**src/rtl/set_mode_ctrl.sv**
```systemverilog
// Front-panel mode/cursor controller: MODE/NEXT buttons to S, CW, CW1, BLINK.
// Optional idle auto-exit to run mode: define SET_MODE_CTRL_AUTO_EXIT_EN.
module set_mode_ctrl #(
  parameter int BLINK_DIV = 250,
  parameter int TIMEOUT   = 15000
) (
  input  logic       CLK,
  input  logic       RST,
  input  logic       TICK,
  input  logic       BTN_MODE,
  input  logic       BTN_NEXT,
  output logic [1:0] S,
  output logic [1:0] CW,
  output logic [1:0] CW1,
  output logic       BLINK
);

  typedef enum logic [1:0] {
    RUN  = 2'b00,
    VIEW = 2'b01,
    ASET = 2'b10,
    TSET = 2'b11
  } mode_t;

  localparam int CNT_W = $clog2(BLINK_DIV);
  localparam logic [CNT_W-1:0] CNT_LAST = CNT_W'(BLINK_DIV - 1);

  mode_t            mode;
  mode_t            mode_nxt;
  logic             mode_h;
  logic             next_h;
  logic             mode_rst_held;
  logic             next_rst_held;
  logic             mode_press;
  logic             next_press;
  logic             any_press;
  logic             editing;
  logic             expire;
  logic [1:0]       cw_nxt;
  logic [1:0]       cw1_nxt;
  logic [CNT_W-1:0] cnt;

  // A button held through reset release must not count as a fresh press.
  always_comb begin
    mode_press = BTN_MODE & ~mode_h & ~mode_rst_held;
    next_press = BTN_NEXT & ~next_h & ~next_rst_held;
    any_press  = mode_press | next_press;
    editing    = (mode == ASET) | (mode == TSET);
  end

  always_comb begin
    mode_nxt = mode;
    cw_nxt   = CW;
    cw1_nxt  = CW1;
    if (mode_press) begin
      unique case (mode)
        RUN:  mode_nxt = VIEW;
        VIEW: begin
          mode_nxt = ASET;
          cw1_nxt  = 2'b00;
        end
        ASET: begin
          mode_nxt = TSET;
          cw_nxt   = 2'b00;
        end
        TSET: mode_nxt = RUN;
      endcase
    end else if (next_press) begin
      unique case (mode)
        ASET: cw1_nxt = (CW1 == 2'b10) ? 2'b00 : CW1 + 2'b01;
        TSET: cw_nxt  = CW + 2'b01;
        default: ;
      endcase
    end
  end

`ifdef SET_MODE_CTRL_AUTO_EXIT_EN
  localparam int IDLE_W = $clog2(TIMEOUT + 1);
  localparam logic [IDLE_W-1:0] IDLE_LAST = IDLE_W'(TIMEOUT - 1);

  logic [IDLE_W-1:0] idle;

  // A press in the expiring cycle keeps the user in the edit mode.
  assign expire = TICK & (mode != RUN) & (idle == IDLE_LAST) & ~any_press;

  always_ff @(posedge CLK) begin
    if (RST) begin
      idle <= '0;
    end else if (any_press | expire | (mode == RUN)) begin
      idle <= '0;
    end else if (TICK) begin
      idle <= idle + IDLE_W'(1);
    end
  end
`else
  logic unused_timeout;
  assign unused_timeout = ^TIMEOUT;
  assign expire = 1'b0;
`endif

  always_ff @(posedge CLK) begin
    if (RST) begin
      mode          <= RUN;
      CW            <= 2'b00;
      CW1           <= 2'b00;
      BLINK         <= 1'b1;
      cnt           <= '0;
      mode_h        <= 1'b0;
      next_h        <= 1'b0;
      mode_rst_held <= BTN_MODE;
      next_rst_held <= BTN_NEXT;
    end else begin
      mode_h        <= BTN_MODE;
      next_h        <= BTN_NEXT;
      mode_rst_held <= 1'b0;
      next_rst_held <= 1'b0;
      CW            <= cw_nxt;
      CW1           <= cw1_nxt;
      if (any_press) begin
        mode  <= mode_nxt;
        BLINK <= 1'b1;
        cnt   <= '0;
      end else if (expire) begin
        mode  <= RUN;
        BLINK <= 1'b1;
        cnt   <= '0;
      end else if (!editing) begin
        BLINK <= 1'b1;
        cnt   <= '0;
      end else if (TICK) begin
        if (cnt == CNT_LAST) begin
          cnt   <= '0;
          BLINK <= ~BLINK;
        end else begin
          cnt <= cnt + CNT_W'(1);
        end
      end
    end
  end

  assign S = mode;

endmodule

```
**config.mk**
```make
export PLATFORM = sky130hd
export DESIGN_NAME = set_mode_ctrl
export DESIGN_NICKNAME = d
export VERILOG_FILES = /design/src/rtl/set_mode_ctrl.sv
export SDC_FILE = /design/constraint.sdc
export NUM_CORES = 1
export LEC_CHECK = 0
export CAP_MARGIN = 20
export CELL_PAD_IN_SITES_DETAIL_PLACEMENT = 1
export CELL_PAD_IN_SITES_GLOBAL_PLACEMENT = 1
export CORE_MARGIN = 1.5
export CORE_UTILIZATION = 25
export CTS_CLUSTER_DIAMETER = 80
export CTS_CLUSTER_SIZE = 24
export DETAILED_ROUTE_END_ITERATION = 16
export GPL_ROUTABILITY_DRIVEN = 0
export GPL_TIMING_DRIVEN = 0
export PLACE_DENSITY = 0.52
export SLEW_MARGIN = 20
export SYNTH_ARGS = -nofsm -noshare
export SYNTH_HDL_FRONTEND = slang
export SYNTH_SLANG_ARGS = --single-unit
export TNS_END_PERCENT = 50
```
**constraint.sdc**
```tcl
create_clock -name CLK -period 1.9 [get_ports CLK]
set_input_delay 0.19 -clock CLK [delete_from_list [all_inputs] [get_ports CLK]]
set_output_delay 0.19 -clock CLK [all_outputs]
set_load 0.02 [all_outputs]
```
After elaboration in Yosys (flattened, before gate mapping)
Cells that the tools add are included.
{"block": "classes", "multipliers": 0, "n_lt_le_gt_ge": 0, "n_mux": 11, "bitwise": 12, "shifts": 0, "div_mod_pow": 0, "reduce_logical": 9, "n_addsub": 3, "eq_ne": 7}
{"cell": "$mux 2", "count": 9}
{"cell": "$add 8x1->8 const B", "count": 1}
{"cell": "$eq 8x8->1 const B", "count": 1}
{"cell": "$mux 8", "count": 1}
{"cell": "$pmux 2 s4", "count": 1}
{"cell": "$eq 2x2->1 const B", "count": 3}
{"cell": "$not 1->1", "count": 6}
{"cell": "$reduce_and 3->1", "count": 2}
{"cell": "$reduce_bool 2->1", "count": 3}
{"cell": "$add 2x1->2 const B", "count": 2}
{"cell": "$and 1x1->1", "count": 4}
{"cell": "$ne 2x1->1 const B", "count": 2}
{"cell": "$reduce_and 2->1", "count": 2}
{"cell": "$reduce_or 3->1", "count": 1}
{"cell": "$eq 2x1->1 const B", "count": 1}
{"cell": "$logic_not 2->1", "count": 1}
{"cell": "$or 1x1->1", "count": 2}
{"block": "word_totals", "mem_bits_rw": 0, "rom_bits": 0, "latch_bits": 0, "n_memories": 0, "wordCells": 51, "output_inout_bits": 7, "regBits": 19}

Longest topological paths before layout
Gate-level depths: netlist (run 1).
{"block": "depth", "ltp_word": 5, "mapped_depth": 6, "depth_no_buf": 5}

Worst setup path before layout (run 1)
Ideal clock, no wire load.
{"block": "synth_timing", "path_type": "register to register", "start": "register mode[1] (netlist: S[1])", "end": "register BLINK", "n_path_buf": 1, "setup_ps": 127, "t_arrival_ps": 1781, "synth_period_minus_slack_ps": 1908, "slack_ps": -8, "path_stages_with_launch": 6, "path_cell_list": "dfxtp_1 > ha_1 > nor2_1 > or4_4 > buf_6 > or3b_1"}
{"block": "synth_between", "elab_chain_len": 4, "word_cells_on_any_way": 5}
{"element": "start: declaration", "line": "28", "source": "mode_t mode;"}
{"element": "start signal: assignment", "line": "120", "source": "mode <= mode_nxt;"}
{"element": "$eq 2x2->1", "line": "48", "source": "editing = (mode == ASET) | (mode == TSET);"}
{"element": "$or 1x1->1 (*)", "line": "48"}
{"element": "$not 1->1 (no source line) (*)"}
{"element": "$reduce_or 3->1 (no source line) (*)"}
{"element": "end signal: assignment", "line": "133", "source": "BLINK <= ~BLINK;"}
{"element": "end: declaration", "line": "15", "source": "output logic BLINK"}
Every way passes the cells marked *; elsewhere a longest branch is shown, timed or not.
A chain may end at the register's enable or synchronous reset.

Final worst setup path (run 1)
{"block": "layout_timing", "start": "register mode[0] (netlist: S[0])", "end": "register BLINK"}
The elaborated chain is that of the path after synthesis.

==> results.txt, run 1 <==
outcome = finished clean
final hold violations = 0
Sink Count = 19
#FFs+latches synth = 19
Max Fclk = 0.547 GHz
Die H = 63.9 um
period utilisation layout = 96.1%
Synth Flop Type = dfxtp_1
clock slew seen by the registers of the worst setup and hold paths = 0.07 ns
critical path data required time = 2.05 ns
largest net degree at the start of global routing = 11
Syn. warnings = 0
Critical Path AT = 1.97 ns
maximum VDD drop = 0.349 mV
combinational share of power = 8.6%
First-pass DRT Iterations = 4
vias in the first global route = 786
switching share of power = 23.7%
Crit Path Class = register to register
Rel. slew slack = 52.2%
total power = 0.000769 W
DRC = 0
Yosys top cell by area = dfxtp_1
crit path max fanout = 9
Detailed Route Iter0 Violations = 19
root buf cell = clkbuf_8
GRT Overall Usage = 11.8%
Synth top area share = 41.0%
area grow syn2layout = 22.7%
grt ovf = 0
worst slew pin tran = 0.716 ns
non-filler cells, final = 157
die footprint = 4080 um^2
Mapped Area = 927 um^2
Multi-input gate area = 505 um^2
Clock Skews = 0.00255 ns
asr flop ratio synth = 0%
Slew Viols, Final = 0
syn nets = 108
Final Net Count = 123
CTS H-tree lvls = 1
CTS Hold Buffers Added = 0
share of post-route cells with drive strength above 1 = 14.4%
switching power = 0.000182 W
Clock Latency Late Sink = 0.26 ns
Final Core Density = 33.0%
endpoints failing setup = 0
Final Cell Area = 1140 um^2
post-route ant nets = 0
Post-DP Area = 1090 um^2
PortBufs = 10
Routed WL = 2010 um
DR vias/cell = 4.71
commonest cells in the netlist = dfxtp_1, nor3_1, ha_1, inv_1
power share of the sequential group = 53.9%
Vias = 739
Starting Density = 26.9%
leakage power = 0.366 nW
most common cell in the netlist = dfxtp_1
# rows = 21
DIE WIDTH = 63.9 um
DP Cell Count = 153
CTS tree = yes
global-route wire length before repair = 3730 um
WL/cell = 12.8 um
Detail Placement HPWL = 1490 um
Seq/Total Area, Yosys = 41.0%
crit end category = register
core area = 3440 um^2
initial antenna violation count = 0
number of flops mapped to enable cells by yosys = 0
n_diodes = 0
cells after synthesis = 97
Synth Area per Inst = 9.56 um^2
WHS = 0.235 ns
max_cap viols = 0
synth unique cells = 31
Filler Cells Inserted = 406
min cycle time layout = 1.83 ns
unrepaired setup endpoints after global routing = false
clk buf depth = 2
Seq. cell area = 383 um^2
Internal Power = 0.000587 W
CP startpoint kind = register
Hold Path Class = input port to register
Ports = 12
synth top area cells = dfxtp_1, ha_1, nor3b_1
clock share of power = 37.5%
TritonCTS buffer count = 3
Cell Pwr Density = 677 nW/um^2
-- sequential cells by signal, indices dropped and copies added (netlist names) --
name           flops
cnt                8
CW1                2
CW                 2
S                  2
BLINK              1
mode_h             1
mode_rst_held      1
next_h             1
next_rst_held      1
-- cell families (layout without fill, tap and decap cells) --
logic type                 count (synthesis)  count (layout)  share of synthesized area (%)
and+or+nand+nor                           41              41                           27.8
DFF                                       19              19                           41.0
AOI/OAI and AO/OA                         15              15                           11.9
buffers and inverters                     10              24                           4.99
adders and majority gates                  6               6                           8.10
xor gates and xnor gates                   4               4                           3.78
muxes                                      2               2                           2.43
-- worst max-delay path: stages, from the launching register on --
cell and delay [ns]:
dfxtp_2 0.35, inv_2 0.07, ha_2 0.21, nor2_1 0.05
or4_4 0.51, buf_6 0.16, or3b_1 0.36
-- layout by cell type (no fill, tap or decap), types with 3 or more instances in the layout --
cell and count:
dfxtp_1 17, clkdlybuf4s50_1 10, nor3_1 7, inv_1 5, nand2_1 5, nor3b_1 5
nand4_1 4, o21ai_0 4, a211oi_1 4, nand3_1 4, ha_1 4, nor2_1 3
xor2_1 3, clkbuf_1 3, nor2b_1 3, clkbuf_8 3
-- per-stage QoR --
step	setup WS [ns]	TNS, ns
after floorplan	0.0135	0
after global placement	-0.0536	-0.131
after detailed placement	-0.0994	-0.236
after CTS	0.0190	0
after global routing	0.0159	0
final	0.0733	0
-- timing repair --
item	4_1_cts	5_1_grt
resized for setup	3	1
buffers inserted	0	0
setup endpoints to repair	1	2
-- power by group through the flow --
stage | sequential (W) | combinational [W] | clock [W]
5_1_grt | 0.000417 | 0.0000752 | 0.000320
3_5_place_dp | 0.000424 | 0.0000659 | 0
6_report | 0.000415 | 0.0000659 | 0.000289
3_3_place_gp | 0.000423 | 0.0000644 | 0
2_1_floorplan | 0.000426 | 0.0000375 | 0
4_1_cts | 0.000415 | 0.0000669 | 0.000306
-- layout make-up --
class | instances | area share (%)
sequential | 19 | 33.7
clock buffer | 4 | 3.96
tap | 46 | 5.06
timing repair buffer | 10 | 8.80
buffer | 4 | 2.09
multi-input combinational | 68 | 44.4
inverter | 6 | 1.98
-- final timing paths --
path	end	start	depth (start not counted)	slack, ns
worst max-delay path	BLINK$_SDFFE_PP1P_	S[0]$_SDFFE_PP0P_	6	0.07
worst min-delay path	cnt[1]$_SDFFE_PP0P_	TICK	2	0.24
worst max register to register	BLINK$_SDFFE_PP1P_	S[0]$_SDFFE_PP0P_	6	0.07
worst min register to register	S[1]$_SDFFE_PP0P_	S[1]$_SDFFE_PP0P_	2	0.50
-- per-layer routing --
layer  vias to the layer above  wire, um  global-route usage [%]
met3                         4        73                    3.87
met4                         0        30                    4.08
met1                       351       981                    14.7
li1                        374         -                       -
met2                        10       923                    18.9
met5                         -         0                       0
Note: power is estimated with default switching activity, not from simulation.
==> run 2: changes to the inputs <==
--- a/config.mk
+++ b/config.mk
@@ -5,6 +5,7 @@
 export SDC_FILE = /design/constraint.sdc
 export NUM_CORES = 1
 export LEC_CHECK = 0
+export ABC_AREA = 1
 export CAP_MARGIN = 20
 export CELL_PAD_IN_SITES_DETAIL_PLACEMENT = 1
 export CELL_PAD_IN_SITES_GLOBAL_PLACEMENT = 1
@@ -15,7 +16,7 @@
 export DETAILED_ROUTE_END_ITERATION = 16
 export GPL_ROUTABILITY_DRIVEN = 0
 export GPL_TIMING_DRIVEN = 0
-export PLACE_DENSITY = 0.52
+export PLACE_DENSITY = 0.55
 export SLEW_MARGIN = 20
 export SYNTH_ARGS = -nofsm -noshare
 export SYNTH_HDL_FRONTEND = slang
==> run 2 against run 1 <==
  * Synthesized area up 0.13%
  * Largest cell class unchanged
  * First-iteration DRC count down 11%
  * Critical path type is now register to output pin
  * Final cell count up 19%
  * Synthesized cell count up 30%
  * Combinational power up 53%
  * Total power up 5.2%
  * Cell area up 0.33%
  * Critical endpoint is now S[0]
  * Non-clock buffer count down 3
  * Critical path depth down 5
  * Hold slack better by 0.24 ns
==> results.txt, run 2 <==
outcome = finished clean
total power = 0.000809 W
most common cell in the netlist = nand2_1
Crit Path Class = register to output pin
worst slew pin tran = 0.313 ns
Filler Cells Inserted = 438
Final Core Density = 33.2%
post-route ant nets = 0
global-route wire length before repair = 3520 um
leakage power = 0.493 nW
Starting Density = 27.0%
final hold violations = 0
clock slew seen by the registers of the worst setup and hold paths = 0.07 ns
share of post-route cells with drive strength above 1 = 8.51%
postcts setup bufs = 0
Synth Flop Type = dfxtp_1
worst hold path depth = 2
initial antenna violation count = 0
Detailed Route Iter0 Violations = 17
WL/cell = 10.6 um
Max Fclk = 0.674 GHz
# rows = 21
Critical Path AT = 1.29 ns
crit path max fanout = 4
Mapped Area = 928 um^2
Synth top area share = 41.0%
Slew Viols, Final = 0
n_diodes = 0
Post-DP Area = 1100 um^2
First-pass DRT Iterations = 4
WHS = 0.479 ns
number of flops mapped to enable cells by yosys = 0
Seq/Total Area, Yosys = 41.0%
CP startpoint kind = register
max reg flops = 8
period utilisation layout = 78.1%
Ports = 12
#FFs+latches synth = 19
Hold Path Class = register to register
area grow syn2layout = 22.9%
Die H = 63.9 um
PortBufs = 11
cells along the critical path = clkdlybuf4s50_1
core area = 3440 um^2
critical path's largest stage delay = 0.64 ns
root buf cell = clkbuf_8
critical path depth = 1
CTS tree = yes
Rel. slew slack = 79.0%
WP buf/inv = 1
Synth Area per Inst = 7.37 um^2
syn nets = 137
Final Net Count = 153
CTS Hold Buffers Added = 0
cells after synthesis = 126
maximum VDD drop = 0.240 mV
vias in the first global route = 828
Final Cell Area = 1140 um^2
commonest non-fill, non-tap cell in the layout = nand2_1
DIE WIDTH = 63.9 um
setup TNS = 0 ns
clk buf depth = 2
Yosys top cell by area = dfxtp_1
crit end category = output pin
GRT Overall Usage = 11.0%
Vias = 810
PostCTS Resize Cnt = 0
commonest non-fill, non-tap cells in the layout = nand2_1, inv_1, nor2_1, dfxtp_1, clkdlybuf4s50_1
synth unique cells = 22
CTS H-tree lvls = 1
DRC = 0
Register-to-Register Path Depth = 10
unrepaired setup endpoints after global routing = false
Clock Skews = 0.00146 ns
Clock Latency Late Sink = 0.25 ns
min cycle time layout = 1.48 ns
Cell Pwr Density = 709 nW/um^2
Detail Placement HPWL = 1640 um
TritonCTS buffer count = 3
asr flop ratio synth = 0%
Routed WL = 1990 um
critical path data required time = 1.71 ns
synth top area cells = dfxtp_1, nand2_1, inv_1
die footprint = 4090 um^2
Most flops, register = cnt
max_cap viols = 0
family with the most delay on the worst path = buffers and inverters
Sink Count = 19
largest net degree at the start of global routing = 11
grt ovf = 0
commonest cells in the netlist = nand2_1, inv_1, nor2_1, dfxtp_1, ha_1
endpoints failing setup = 0
Syn. warnings = 0
DR vias/cell = 4.33
Crit-path slowest cell = clkdlybuf4s50_1
-- run 2: changes by cell type in the layout (fill, tap and decap cells not counted), sizes merged, moves of 4 or more --
cell / delta
inv: +15
nor3b: -6
nor2: +19
nand2: +23
a21oi: +4
-- run 2: per-layer routing --
layer | track usage (%) | wire, um | share of wire [%] | vias up
li1 | - | - | - | 418
met1 | 12.4 | 899 | 45 | 376
met2 | 19.9 | 997 | 50 | 14
met3 | 2.82 | 85 | 4.3 | 2
met4 | 3.26 | 6 | 0.30 | 0
met5 | 0 | 0 | 0 | -
-- run 2: worst paths after layout --
| path | start | to | slack (ns) |
|---|---|---|---|
| worst max-delay path | S[0]$_SDFFE_PP0P_ | S[0] | 0.42 |
| worst min-delay path | BLINK$_SDFFE_PP1P_ | BLINK$_SDFFE_PP1P_ | 0.48 |
| worst max register to register | S[0]$_SDFFE_PP0P_ | cnt[7]$_SDFFE_PP0P_ | 0.43 |
| worst min register to register | BLINK$_SDFFE_PP1P_ | BLINK$_SDFFE_PP1P_ | 0.48 |
-- run 2: power breakdown --
part	switching, W	internal [W]
clock	0.000137	0.000149
sequential	0.0000111	0.000411
combinational	0.0000584	0.0000425
-- run 2: cell type report --
| cell class | instances | area, um^2 | area share [%] |
|---|---|---|---|
| flip-flops and latches | 19 | 380 | 33.3 |
| repair buffers | 11 | 110 | 9.65 |
| multi-input cells | 86 | 469 | 41.1 |
| well taps | 46 | 57.6 | 5.04 |
| inverters | 21 | 78.8 | 6.91 |
| clock buffers | 4 | 45.0 | 3.95 |
-- run 2: through the flow --
step,setup WS (ns),std cells
5_1_grt,0.256,187
3_3_place_gp,0.345,183
6_report,0.415,187
3_5_place_dp,0.273,183
4_1_cts,0.403,187
2_1_floorplan,0.488,126
-- run 2: logic make-up after synthesis --
family,count (synthesis),share of synthesized area (%)
fa+ha+maj,6,8.09
buf+inv,21,8.49
compound gates,9,5.39
flops,19,41.0
simple gates,68,34.2
xor+xnor,3,2.83
